File: src/rtl/rounding_pipe_pkg.sv
// Shared definitions for the rounding pipeline: rounding mode encodings
// and the count of fraction bits discarded when narrowing a lane.
// Imported by rounding_lane and rounding_pipe.
package rounding_pipe_pkg;

    localparam logic [1:0] RND_TRUNC   = 2'd0;  // floor
    localparam logic [1:0] RND_HALF_UP = 2'd1;  // round half toward +inf
    localparam logic [1:0] RND_CONV    = 2'd2;  // round half to even
    localparam logic [1:0] RND_AWAY    = 2'd3;  // round half away from zero

    // Number of low-order bits dropped when narrowing in_w to out_w.
    function automatic int rnd_frac_bits(input int in_w, input int out_w);
        return in_w - out_w;
    endfunction

endpackage

File: src/rtl/rounding_lane.sv
// One lane of the rounder: stage-1 addend/sum and stage-2 shift/saturate.
// Purely combinational, no latency of its own.
// No flow control here; the parent pipeline owns registers and handshake.
module rounding_lane
    import rounding_pipe_pkg::*;
#(
    parameter int IN_W   = 13,
    parameter int OUT_W  = 10,
    parameter int SIGNED = 1,
    parameter int SAT    = 1
) (
    input  logic [IN_W-1:0]  x,
    input  logic [1:0]       mode,
    output logic [IN_W:0]    sum,
    input  logic [IN_W:0]    sum_q,
    output logic [OUT_W-1:0] y,
    output logic             ovf
);

    localparam int D = rnd_frac_bits(IN_W, OUT_W);

    // Half of one output LSB, expressed at input resolution.
    localparam logic [IN_W:0] HALF = {{(IN_W+1-D){1'b0}}, 1'b1, {(D-1){1'b0}}};

    // Largest representable output: 0 1..1 for signed, all ones for unsigned.
    localparam logic [OUT_W-1:0] CLAMP = (SIGNED != 0) ? {1'b0, {(OUT_W-1){1'b1}}}
                                                       : {OUT_W{1'b1}};

    logic [IN_W:0]  ext;
    logic [IN_W:0]  addend;
    logic           neg;
    logic [OUT_W:0] r;
    logic           unused_frac;

    // Stage-1 function: pick the rounding addend and add it to the widened input.
    always_comb begin
        ext    = (SIGNED != 0) ? {x[IN_W-1], x} : {1'b0, x};
        neg    = (SIGNED != 0) && x[IN_W-1];
        addend = '0;
        case (mode)
            RND_TRUNC:   addend = '0;
            RND_HALF_UP: addend = HALF;
            // Kept bit odd -> a tie rounds up to even; kept bit even -> a tie stays.
            RND_CONV:    addend = x[D] ? HALF : HALF - 1'b1;
            // Negative ties must move toward -inf, so stop one short of half.
            RND_AWAY:    addend = neg ? HALF - 1'b1 : HALF;
        endcase
        sum = ext + addend;
    end

    // Fraction bits only matter before the shift; they are intentionally dropped.
    assign unused_frac = ^sum_q[D-1:0];

    // Stage-2 function: drop the fraction, detect overflow, optionally clamp.
    always_comb begin
        r   = sum_q[IN_W:D];
        ovf = (SIGNED != 0) ? (r[OUT_W] != r[OUT_W-1]) : r[OUT_W];
        y   = ((SAT != 0) && ovf) ? CLAMP : r[OUT_W-1:0];
    end

endmodule

File: src/rtl/rounding_pipe.sv
// Multi-lane fixed-point narrowing rounder with selectable mode and optional saturation.
// Latency: 2 cycles from input handshake to o_valid; one beat per cycle throughput.
// Backpressure: each stage advances when it is empty or the stage after it frees; i_ready has no bubble.
module rounding_pipe
    import rounding_pipe_pkg::*;
#(
    parameter int IN_W   = 13,
    parameter int OUT_W  = 10,
    parameter int LANES  = 4,
    parameter int SIGNED = 1,
    parameter int SAT    = 1
) (
    input  logic                   clk,
    input  logic                   reset,
    input  logic                   i_valid,
    output logic                   i_ready,
    input  logic [LANES*IN_W-1:0]  i_data,
    input  logic [1:0]             i_mode,
    output logic                   o_valid,
    input  logic                   o_ready,
    output logic [LANES*OUT_W-1:0] o_data,
    output logic [LANES-1:0]       o_sat,
    output logic                   o_sat_sticky,
    input  logic                   i_clr_sticky
);

    if (rnd_frac_bits(IN_W, OUT_W) < 2) begin : g_bad_widths
        $error("rounding_pipe: IN_W - OUT_W must be at least 2");
    end

    logic                   s1_valid;
    logic [IN_W:0]          s1_sum   [LANES];
    logic [IN_W:0]          sum_next [LANES];
    logic [LANES*OUT_W-1:0] data_next;
    logic [LANES-1:0]       sat_next;
    logic                   s1_en;
    logic                   s2_en;

    assign s2_en   = !o_valid || o_ready;
    assign s1_en   = !s1_valid || s2_en;
    assign i_ready = s1_en;

    for (genvar k = 0; k < LANES; k++) begin : g_lane
        rounding_lane #(
            .IN_W   (IN_W),
            .OUT_W  (OUT_W),
            .SIGNED (SIGNED),
            .SAT    (SAT)
        ) u_lane (
            .x     (i_data[k*IN_W +: IN_W]),
            .mode  (i_mode),
            .sum   (sum_next[k]),
            .sum_q (s1_sum[k]),
            .y     (data_next[k*OUT_W +: OUT_W]),
            .ovf   (sat_next[k])
        );
    end

    // Stage 1: capture the rounded-up sums; the mode is consumed here so later changes cannot reach this beat.
    always_ff @(posedge clk) begin
        if (reset) begin
            s1_valid <= 1'b0;
            for (int k = 0; k < LANES; k++) begin
                s1_sum[k] <= '0;
            end
        end else if (s1_en) begin
            s1_valid <= i_valid;
            if (i_valid) begin
                for (int k = 0; k < LANES; k++) begin
                    s1_sum[k] <= sum_next[k];
                end
            end
        end
    end

    // Stage 2: output register; holds data and flags while downstream stalls.
    always_ff @(posedge clk) begin
        if (reset) begin
            o_valid <= 1'b0;
            o_data  <= '0;
            o_sat   <= '0;
        end else if (s2_en) begin
            o_valid <= s1_valid;
            if (s1_valid) begin
                o_data <= data_next;
                o_sat  <= sat_next;
            end
        end
    end

    // Sticky overflow: set as a saturating beat enters stage 2; a clear on the same edge wins.
    always_ff @(posedge clk) begin
        if (reset || i_clr_sticky) begin
            o_sat_sticky <= 1'b0;
        end else if (s2_en && s1_valid && (|sat_next)) begin
            o_sat_sticky <= 1'b1;
        end
    end

endmodule

File: config.mk
export PLATFORM = sky130hd
export DESIGN_NAME = rounding_pipe
export DESIGN_NICKNAME = d
export VERILOG_FILES = /design/src/rtl/rounding_pipe_pkg.sv /design/src/rtl/rounding_lane.sv /design/src/rtl/rounding_pipe.sv
export SDC_FILE = /design/constraint.sdc
export NUM_CORES = 1
export LEC_CHECK = 0
export CORE_MARGIN = 2
export CORE_UTILIZATION = 45
export CTS_BUF_LIST = sky130_fd_sc_hd__clkbuf_4 sky130_fd_sc_hd__clkbuf_8
export CTS_CLUSTER_DIAMETER = 40
export DETAILED_ROUTE_END_ITERATION = 16
export PLACE_DENSITY = 0.79
export RECOVER_POWER = 25
export SYNTH_ARGS = -nofsm -noshare
export SYNTH_HDL_FRONTEND = slang
export SYNTH_SLANG_ARGS = --single-unit
File: constraint.sdc
create_clock -name clk -period 3.1 [get_ports clk]
set_input_delay 0.62 -clock clk [delete_from_list [all_inputs] [get_ports clk]]
set_output_delay 0.62 -clock clk [all_outputs]
set_load 0.005 [all_outputs]
==> results of run 1 <==
==> per-stage QoR <==
stage / total power (uW) / area [um^2] / setup slack [ns] / hold WS [ns]
global route: 2750 / 5820 / 0.240 / 0.472
floorplan: 1650 / 4410 / 0.413 / 0.448
CTS: 2650 / 5830 / 0.405 / 0.462
global placement: 1880 / 5640 / 0.112 / 0.445
finish: 2630 / 5820 / 0.380 / 0.453
detailed placement: 1900 / 5640 / 0.0198 / 0.450
==> worst min-delay path, cell delays in order (launching register included) <==
cell	delay (ns)
sky130_fd_sc_hd__dfxtp_1	0.31
sky130_fd_sc_hd__nand2_1	0.05
sky130_fd_sc_hd__a21oi_1	0.05
==> cell families (layout without fill, tap and decap cells) <==
| family | count (synthesis) | count (layout) | synth area share (%) |
|---|---|---|---|
| buf+inv | 34 | 144 | 3.26 |
| xor+xnor | 29 | 29 | 5.76 |
| flops | 91 | 91 | 51.3 |
| fa+ha+maj | 12 | 12 | 3.41 |
| compound gates | 61 | 61 | 10.3 |
| simple gates | 236 | 236 | 25.6 |
| mux | 1 | 1 | 0.341 |
==> power groups by stage <==
stage               clock network (uW)  logic, uW  registers (uW)
floorplan                            0        234            1410
global placement                     0        473            1410
detailed placement                   0        484            1420
CTS                                780        485            1390
global route                       821        532            1400
finish                             762        480            1390
==> cells in the final DEF, fill, tap and decap left out, drive strengths merged, types with 5 or more instances in the layout <==
cell type,n
buf,16
dfxtp,47
o21ai,5
clkbuf,11
and3,5
or2,5
nor2,71
xnor2,15
xor2,14
dlygate4sd3,13
edfxtp,44
nand3,12
nand2,33
nand4,13
inv,7
ha,12
a21oi,32
a21boi,5
clkdlybuf4s50,91
nor3,79
clkinv,5
==> registers in the layout, summed over array words and instances (netlist names) <==
name / cells
o_valid: 1
o_sat: 4
s1_valid: 1
s1_sum: 44
o_data: 40
o_sat_sticky: 1
==> layer usage <==
layer,vias to the layer above,part of all wire [%]
li1,1871,-
met1,1678,47
met2,104,46
met3,17,4.5
met4,0,2.1
met5,-,0
==> final cells by class <==
cell class,instances,area (um^2),share of cell area (%)
sequential,91,2260,38.9
multi-input combinational,339,2000,34.4
timing repair buffer,121,1180,20.2
tap,133,166,2.86
clock buffer,10,131,2.26
clock inverter,6,56.3,0.967
inverter,7,26.3,0.451
==> final timing paths <==
check,start,endpoint,cells after the start
setup / recovery,i_mode[1],s1_sum[1][12],10
hold / removal,o_sat[3],o_sat[3],2
setup reg to reg,s1_valid,s1_sum[3][7],4
hold reg to reg,o_sat[3],o_sat[3],2
==> impl_metrics.yaml, run 1 <==
synth:
  yosysSeqAreaShare_pct: 51.3
  synthesis.nets: 535
  asyncSetResetFlopFracSynth_pct: 0
  syn_area_um2: 4410
  synth.lib_cells_used.distinct: 48
  synth.yosys.warnings: 0
  postSynthAreaPerCell_um2: 9.50
  postSynth.topFlopCell: "sky130_fd_sc_hd__dfxtp_1"
  synth_common_cells: "sky130_fd_sc_hd__nor3_1, sky130_fd_sc_hd__nor2_1, sky130_fd_sc_hd__dfxtp_1, sky130_fd_sc_hd__edfxtp_1, sky130_fd_sc_hd__nand2_1"
  yosysMostFrequentCell: "sky130_fd_sc_hd__nor3_1"
  cell_types_with_the_largest_area_share_after_synthesis: "sky130_fd_sc_hd__edfxtp_1, sky130_fd_sc_hd__dfxtp_1, sky130_fd_sc_hd__nor3_1, sky130_fd_sc_hd__nor2_1, sky130_fd_sc_hd__ha_1"
  area_share_of_the_largest_cell_type_after_synthesis_pct: 30.0
  synth-edff-count: 44
  synth.largest_area_cell: "sky130_fd_sc_hd__edfxtp_1"
  post_synth_inst_count: 464
  synth.ff_latch_count: 91
power:
  netSwitchingFraction_pct: 25.3
  p_sw_uw: 664
  internal-power_uw: 1960
  power.density_cell_area_nw_per_um2: 452
  pwr-share-comb_pct: 18.2
  p_clk_share_pct: 29.0
  vdd.ir_drop.worst_uv: 183
  power.leakage_uw: 0.00214
  relative_contribution_of_sequential_cells_to_total_power_pct: 52.8
sta:
  layout_worst_path_cycle_share_pct: 87.7
  timing.clock.skew_ns: 0.0107
  final_hold_viol_count: 0
  drv_slew: 0
  timing.final.setup_violations: 0
  setup_repair_after_global_routing_missed_its_margin: "no"
  finalWorstPathRequiredPeriod_ns: 2.72
  max_freq_ghz: 0.368
  tns_ns: 0
  tightestPinTransition_ns: 0.909
  slew_headroom_pct: 39.4
floorplanning:
  design.core.area_um2: 9640
  placementRows: 36
  floorplan.initialDensity_pct: 45.7
  design.portCount: 106
  die_w_um: 103
  overall_die_area_um2: 10600
  fp.dieH_um: 103
detailed_routing:
  route.final.wire_length_mm: 9.94
  antenna_violating_nets_post_route: 0
  detailedRoute.firstIterationViolations: 196
  drt_first_pass_iters: 4
  vias_per_cell: 5.19
  routed-via-count: 3670
  routed_wire_length_per_instance_um: 14.1
  drc_errors: 0
global_routing:
  use_met1_pct: 27.6
  global_route.usage.met2_pct: 29.6
  grt_first_pass_wirelength_mm: 16.2
  grt_overflow: 0
  antenna_found_initial: 0
  use_met3_pct: 2.98
  first_global_vias: 3356
  gr-usage-all-layers_pct: 19.7
  grt-busiest-layer: "met2"
  pin_count_of_the_biggest_net_entering_global_routing: 48
worst_setup_path:
  end_kind: "flop"
  timing.critical_path.slowest_stage_cell: "sky130_fd_sc_hd__clkdlybuf4s50_1"
  critPathBufInv: 2
  timing.critical_path.from_type: "input pin"
  worstSetupPathType: "in2reg"
  worst_path_dominant_cell_family: "buffers and inverters"
  critical-path-max-stage-delay_ns: 0.52
  critical_path_arrival_ns: 2.83
  setup.reg_to_reg.worst_slack_ns: 1.27
  path_max_fanout: 10
  critical_path_required_ns: 3.21
  critical_path.cell_chain: "clkdlybuf4s50_1 > buf_4 > a21oi_1 > a31oi_1 > ha_1 > nand4_1 > a21o_4 > a21oi_4 > nand4_2 > mux2_4"
final_layout:
  insertedDiodeCount: 0
  post_route_cells_drive_above_1_share_pct: 7.67
  final.fill_count: 854
  layoutNonFillerInstCount: 707
  final_util_pct: 60.4
  areaGrowthSynthToFinish_pct: 32.0
  final_net_count: 640
clock_tree:
  insertion_delay_ns: 0.35
  postCtsHoldBufs: 0
  buffers_inserted_by_post_cts_timing_repair: 0
  clock_sink_count: 91
  tritoncts: "done"
  cts.reportedPaths.clkPinSlew_ns: 0.08
  post_cts_resize_count: 0
  cts_max_level: 3
  numCtsBuffers: 9
  cts.root.buffer_cell: "sky130_fd_sc_hd__clkbuf_8"
  max-clock-path-buffers: 2
place:
  dp_cells: 691
  gp_congestion: 0.880
  numPortBuffers: 105
  hpwlAfterDp_mm: 7.47
hold_path:
  worst_hold_path_type: "reg2reg"
run_status:
  status: "finished, final reports clean"
run:
  drv_cap: 0
Power figures use the tool's default switching activity.
==> inputs of run 2 (changes only) <==
--- a/config.mk
+++ b/config.mk
@@ -5,7 +5,7 @@
 export SDC_FILE = /design/constraint.sdc
 export NUM_CORES = 1
 export LEC_CHECK = 0
-export CORE_MARGIN = 2
+export CORE_MARGIN = 1.5
 export CORE_UTILIZATION = 45
 export CTS_BUF_LIST = sky130_fd_sc_hd__clkbuf_4 sky130_fd_sc_hd__clkbuf_8
 export CTS_CLUSTER_DIAMETER = 40
==> impl_metrics.yaml, run 2 (synthesis gave the netlist of run 1 again) <==
run_status:
  failed_checks: "capacitance limit, slew limit"
  status: "finished, violations left"
clock_tree:
  tritoncts: "done"
  cts.reportedPaths.clkPinSlew_ns: 0.08
  postCtsHoldBufs: 0
  cts.root.buffer_cell: "sky130_fd_sc_hd__clkbuf_8"
  clock_sink_count: 91
  numCtsBuffers: 9
  buffers_inserted_by_post_cts_timing_repair: 0
  max-clock-path-buffers: 2
  cts_max_level: 3
  insertion_delay_ns: 0.34
  post_cts_resize_count: 0
floorplanning:
  die_w_um: 102
  floorplan.initialDensity_pct: 47.0
  design.core.area_um2: 9370
  overall_die_area_um2: 10400
  design.portCount: 106
  fp.dieH_um: 102
  placementRows: 35
worst_setup_path:
  timing.critical_path.from_type: "input pin"
  worstSetupPathType: "in2reg"
  critical-path-max-stage-delay_ns: 1.48
  critPathBufInv: 2
  critical_path.cell_chain: "dlygate4sd3_1 > clkbuf_1 > nor3_1"
  worst_path_dominant_cell_family: "buffers and inverters"
  critical_path_required_ns: 3.24
  path_max_fanout: 47
  end_kind: "flop"
  critical_path_arrival_ns: 2.87
  timing.critical_path.slowest_stage_cell: "sky130_fd_sc_hd__clkbuf_1"
sta:
  tns_ns: 0
  timing.clock.skew_ns: 0.00821
  layout_worst_path_cycle_share_pct: 87.8
  timing.final.setup_violations: 0
  finalWorstPathRequiredPeriod_ns: 2.72
  drv_slew: 48
  max_freq_ghz: 0.367
  tightestPinTransition_ns: 2.03
  final_hold_viol_count: 0
  slew_headroom_pct: -35.6
  final.hold.worst_slack_ns: 0.465
  setup_repair_after_global_routing_missed_its_margin: "no"
detailed_routing:
  drc_errors: 0
  routed-via-count: 3692
  routed_wire_length_per_instance_um: 14.6
  vias_per_cell: 5.24
  antenna_violating_nets_post_route: 0
  detailedRoute.firstIterationViolations: 176
  drt_first_pass_iters: 4
  route.final.wire_length_mm: 10.3
power:
  power.leakage_uw: 0.00213
  vdd.ir_drop.worst_uv: 266
  power.density_cell_area_nw_per_um2: 444
  power_uw: 2590
final_layout:
  final_common_cell: "sky130_fd_sc_hd__clkdlybuf4s50_1"
  largest_registers: "s1_sum x44, o_data x40, o_sat x4"
  final_util_pct: 62.1
  areaGrowthSynthToFinish_pct: 32.0
  largest_reg_flops: 44
  final_net_count: 641
  insertedDiodeCount: 0
  final.fill_count: 797
  biggest_register: "s1_sum"
  layout.cells.most_common_list: "sky130_fd_sc_hd__clkdlybuf4s50_1, sky130_fd_sc_hd__nor3_1, sky130_fd_sc_hd__nor2_1"
  post_route_cells_drive_above_1_share_pct: 8.00
hold_path:
  worst_hold_path_type: "reg2reg"
place:
  hpwlAfterDp_mm: 7.79
  gp_congestion: 0.889
  numPortBuffers: 105
global_routing:
  grt_overflow: 0
  first_global_vias: 3517
  antenna_found_initial: 0
  grt_first_pass_wirelength_mm: 16.6
  pin_count_of_the_biggest_net_entering_global_routing: 48
  gr-usage-all-layers_pct: 20.2
run:
  drv_cap: 1
run 2: final timing paths:
| kind | from | end | slack [ns] | cells after the start |
|---|---|---|---|---|
| setup / recovery | reset | o_data[22] | 0.38 | 3 |
| hold / removal | o_data[29] | o_data[29] | 0.46 | 2 |
| setup reg to reg | s1_sum[0][12] | o_sat_sticky | 1.23 | 4 |
| hold reg to reg | o_data[29] | o_data[29] | 0.46 | 2 |
run 2: area by class of cell:
cell class / count / area (um^2) / share of cell area, %
Clock buffer: 10 / 138 / 2.36
Clock inverter: 6 / 41.3 / 0.709
Inverter: 7 / 26.3 / 0.451
Multi-Input combinational cell: 339 / 2000 / 34.4
Sequential cell: 91 / 2260 / 38.9
Tap cell: 129 / 161 / 2.77
Timing Repair Buffer: 122 / 1190 / 20.4
run 2: layer usage:
| metal | routed length, um | up-vias | global-route usage, % |
|---|---|---|---|
| li1 | - | 1860 | - |
| met1 | 4890 | 1707 | 28.4 |
| met2 | 4790 | 109 | 32.1 |
| met3 | 412 | 16 | 1.71 |
| met4 | 218 | 0 | 9.06 |
| met5 | 0 | - | 0 |
run 2: metrics by stage:
stage	cell area, um^2	worst slack (ns)	instances
after CTS	5820	0.419	704
final	5820	0.377	704
after floorplan	4410	0.413	464
after detailed placement	5650	0.0460	688
after global placement	5650	0.150	688
after global routing	5820	0.181	704
run 2: power by group:
group	internal (uW)	switching [uW]	leakage [uW]
sequential	1350	36.7	0.000871
combinational	242	244	0.00117
clock	311	403	0.0000843
total	1900	683	0.00213
run 2: worst register-to-register path, stage by stage, from the launching register on:
cell	delay (ns)
sky130_fd_sc_hd__edfxtp_1	0.40
sky130_fd_sc_hd__ha_1	0.48
sky130_fd_sc_hd__or4_1	0.59
sky130_fd_sc_hd__a21oi_1	0.17
sky130_fd_sc_hd__nor3_1	0.06
==> inputs of run 3 (changes only) <==
--- a/config.mk
+++ b/config.mk
@@ -5,7 +5,7 @@
 export SDC_FILE = /design/constraint.sdc
 export NUM_CORES = 1
 export LEC_CHECK = 0
-export CORE_MARGIN = 1.5
+export CORE_MARGIN = 5
 export CORE_UTILIZATION = 45
 export CTS_BUF_LIST = sky130_fd_sc_hd__clkbuf_4 sky130_fd_sc_hd__clkbuf_8
 export CTS_CLUSTER_DIAMETER = 40
==> impl_metrics.yaml, run 3 (synthesis gave the netlist of run 1 again) <==
run_status:
  status: "finished, final reports clean"
clock_tree:
  postCtsHoldBufs: 0
  clock_sink_count: 91
  max-clock-path-buffers: 2
  buffers_inserted_by_post_cts_timing_repair: 0
  insertion_delay_ns: 0.35
  post_cts_resize_count: 0
  cts_max_level: 3
  tritoncts: "done"
  cts.root.buffer_cell: "sky130_fd_sc_hd__clkbuf_8"
  numCtsBuffers: 9
  cts.reportedPaths.clkPinSlew_ns: 0.08
place:
  hpwlAfterDp_mm: 7.97
  numPortBuffers: 105
  gp_congestion: 0.832
power:
  power.leakage_uw: 0.00221
  power.density_cell_area_nw_per_um2: 451
  power_uw: 2640
  vdd.ir_drop.worst_uv: 245
worst_setup_path:
  critical_path_arrival_ns: 2.81
  critical_path.cell_chain: "clkdlybuf4s50_1 > buf_12 > or2_1 > a21boi_0 > ha_1 > nand4_1 > a21o_1 > a2111oi_4 > xnor2_1 > nor2_1"
  path_max_fanout: 16
  timing.critical_path.slowest_stage_cell: "sky130_fd_sc_hd__clkdlybuf4s50_1"
  cp.depth: 10
  timing.critical_path.from_type: "input pin"
  worst_path_dominant_cell_family: "compound AO/OA/AOI/OAI gates"
  critical_path_required_ns: 3.21
  worstSetupPathType: "in2reg"
  critPathBufInv: 2
  end_kind: "flop"
  critical-path-max-stage-delay_ns: 0.44
  worst_r2r_path_depth: 4
floorplanning:
  die_w_um: 109
  design.portCount: 106
  placementRows: 36
  floorplan.initialDensity_pct: 45.5
  fp.dieH_um: 109
  design.core.area_um2: 9680
  overall_die_area_um2: 11900
final_layout:
  post_route_cells_drive_above_1_share_pct: 8.33
  largest_reg_flops: 44
  insertedDiodeCount: 0
  biggest_register: "s1_sum"
  largest_registers: "s1_sum x44, o_data x40, o_sat x4"
  layout.cells.most_common_list: "sky130_fd_sc_hd__nor3_1, sky130_fd_sc_hd__clkdlybuf4s50_1, sky130_fd_sc_hd__nor2_1"
  final_net_count: 642
  final_common_cell: "sky130_fd_sc_hd__nor3_1"
  areaGrowthSynthToFinish_pct: 32.8
hold_path:
  worst_hold_path_type: "reg2reg"
  holdPathStages: 2
global_routing:
  grt_first_pass_wirelength_mm: 16.7
  pin_count_of_the_biggest_net_entering_global_routing: 48
  antenna_found_initial: 0
  gr-usage-all-layers_pct: 17.9
  grt_overflow: 0
  first_global_vias: 3548
sta:
  final_hold_viol_count: 0
  slew_headroom_pct: 41.2
  max_freq_ghz: 0.370
  layout_worst_path_cycle_share_pct: 87.2
  timing.final.setup_violations: 0
  tightestPinTransition_ns: 0.882
  tns_ns: 0
  timing.clock.skew_ns: 0.00931
  drv_slew: 0
  setup_repair_after_global_routing_missed_its_margin: "no"
  finalWorstPathRequiredPeriod_ns: 2.70
detailed_routing:
  vias_per_cell: 5.20
  route.final.wire_length_mm: 10.3
  antenna_violating_nets_post_route: 0
  drc_errors: 0
  detailedRoute.firstIterationViolations: 226
  routed-via-count: 3684
  drt_first_pass_iters: 4
  routed_wire_length_per_instance_um: 14.6
run:
  drv_cap: 0
run 3: layout make-up:
cell class	count	area [um^2]
fill	827	3830
timing repair buffer	123	1200
clock buffer	12	146
multi-input combinational	339	2000
sequential	91	2260
inverter	7	26.3
tap	133	166
clock inverter	4	43.8
run 3: stage by stage:
stage / setup WS, ns / cells / utilization [%] / cell area [um^2] / hold slack, ns
floorplan: 0.413 / 464 / - / 4410 / 0.448
global placement: 0.134 / 693 / 58.5 / 5670 / 0.445
detailed placement: 0.0340 / 693 / 58.5 / 5670 / 0.450
CTS: 0.419 / 709 / 60.5 / 5860 / 0.461
global route: 0.206 / 709 / 60.4 / 5850 / 0.484
finish: 0.398 / 709 / 60.4 / 5850 / 0.453
run 3: worst reg2reg max path, delay by kind of cell (launching register included):
family | cells | cell delay [ns]
fa+ha+maj | 1 | 0.48
compound gates | 1 | 0.16
flops | 1 | 0.38
simple gates | 2 | 0.64
run 3: metal layers:
layer  part of all wire (%)  GRT usage, %
met5                      0             0
met4                    2.9          8.84
met3                    5.1          2.78
met2                     48          28.7
met1                     44          23.5
run 3: power breakdown:
| group | leakage, uW | internal (uW) | switching, uW |
|---|---|---|---|
| clock network | 0.000102 | 395 | 382 |
| logic | 0.00123 | 238 | 243 |
| registers | 0.000871 | 1350 | 34.5 |
run 3: final timing paths:
kind	endpoint	slack [ns]	startpoint
worst max-delay path	s1_sum[0][12]	0.40	i_mode[0]
worst min-delay path	o_sat[2]	0.45	o_sat[2]
worst max register to register	o_sat_sticky	1.32	s1_sum[0][12]
worst min register to register	o_sat[2]	0.45	o_sat[2]
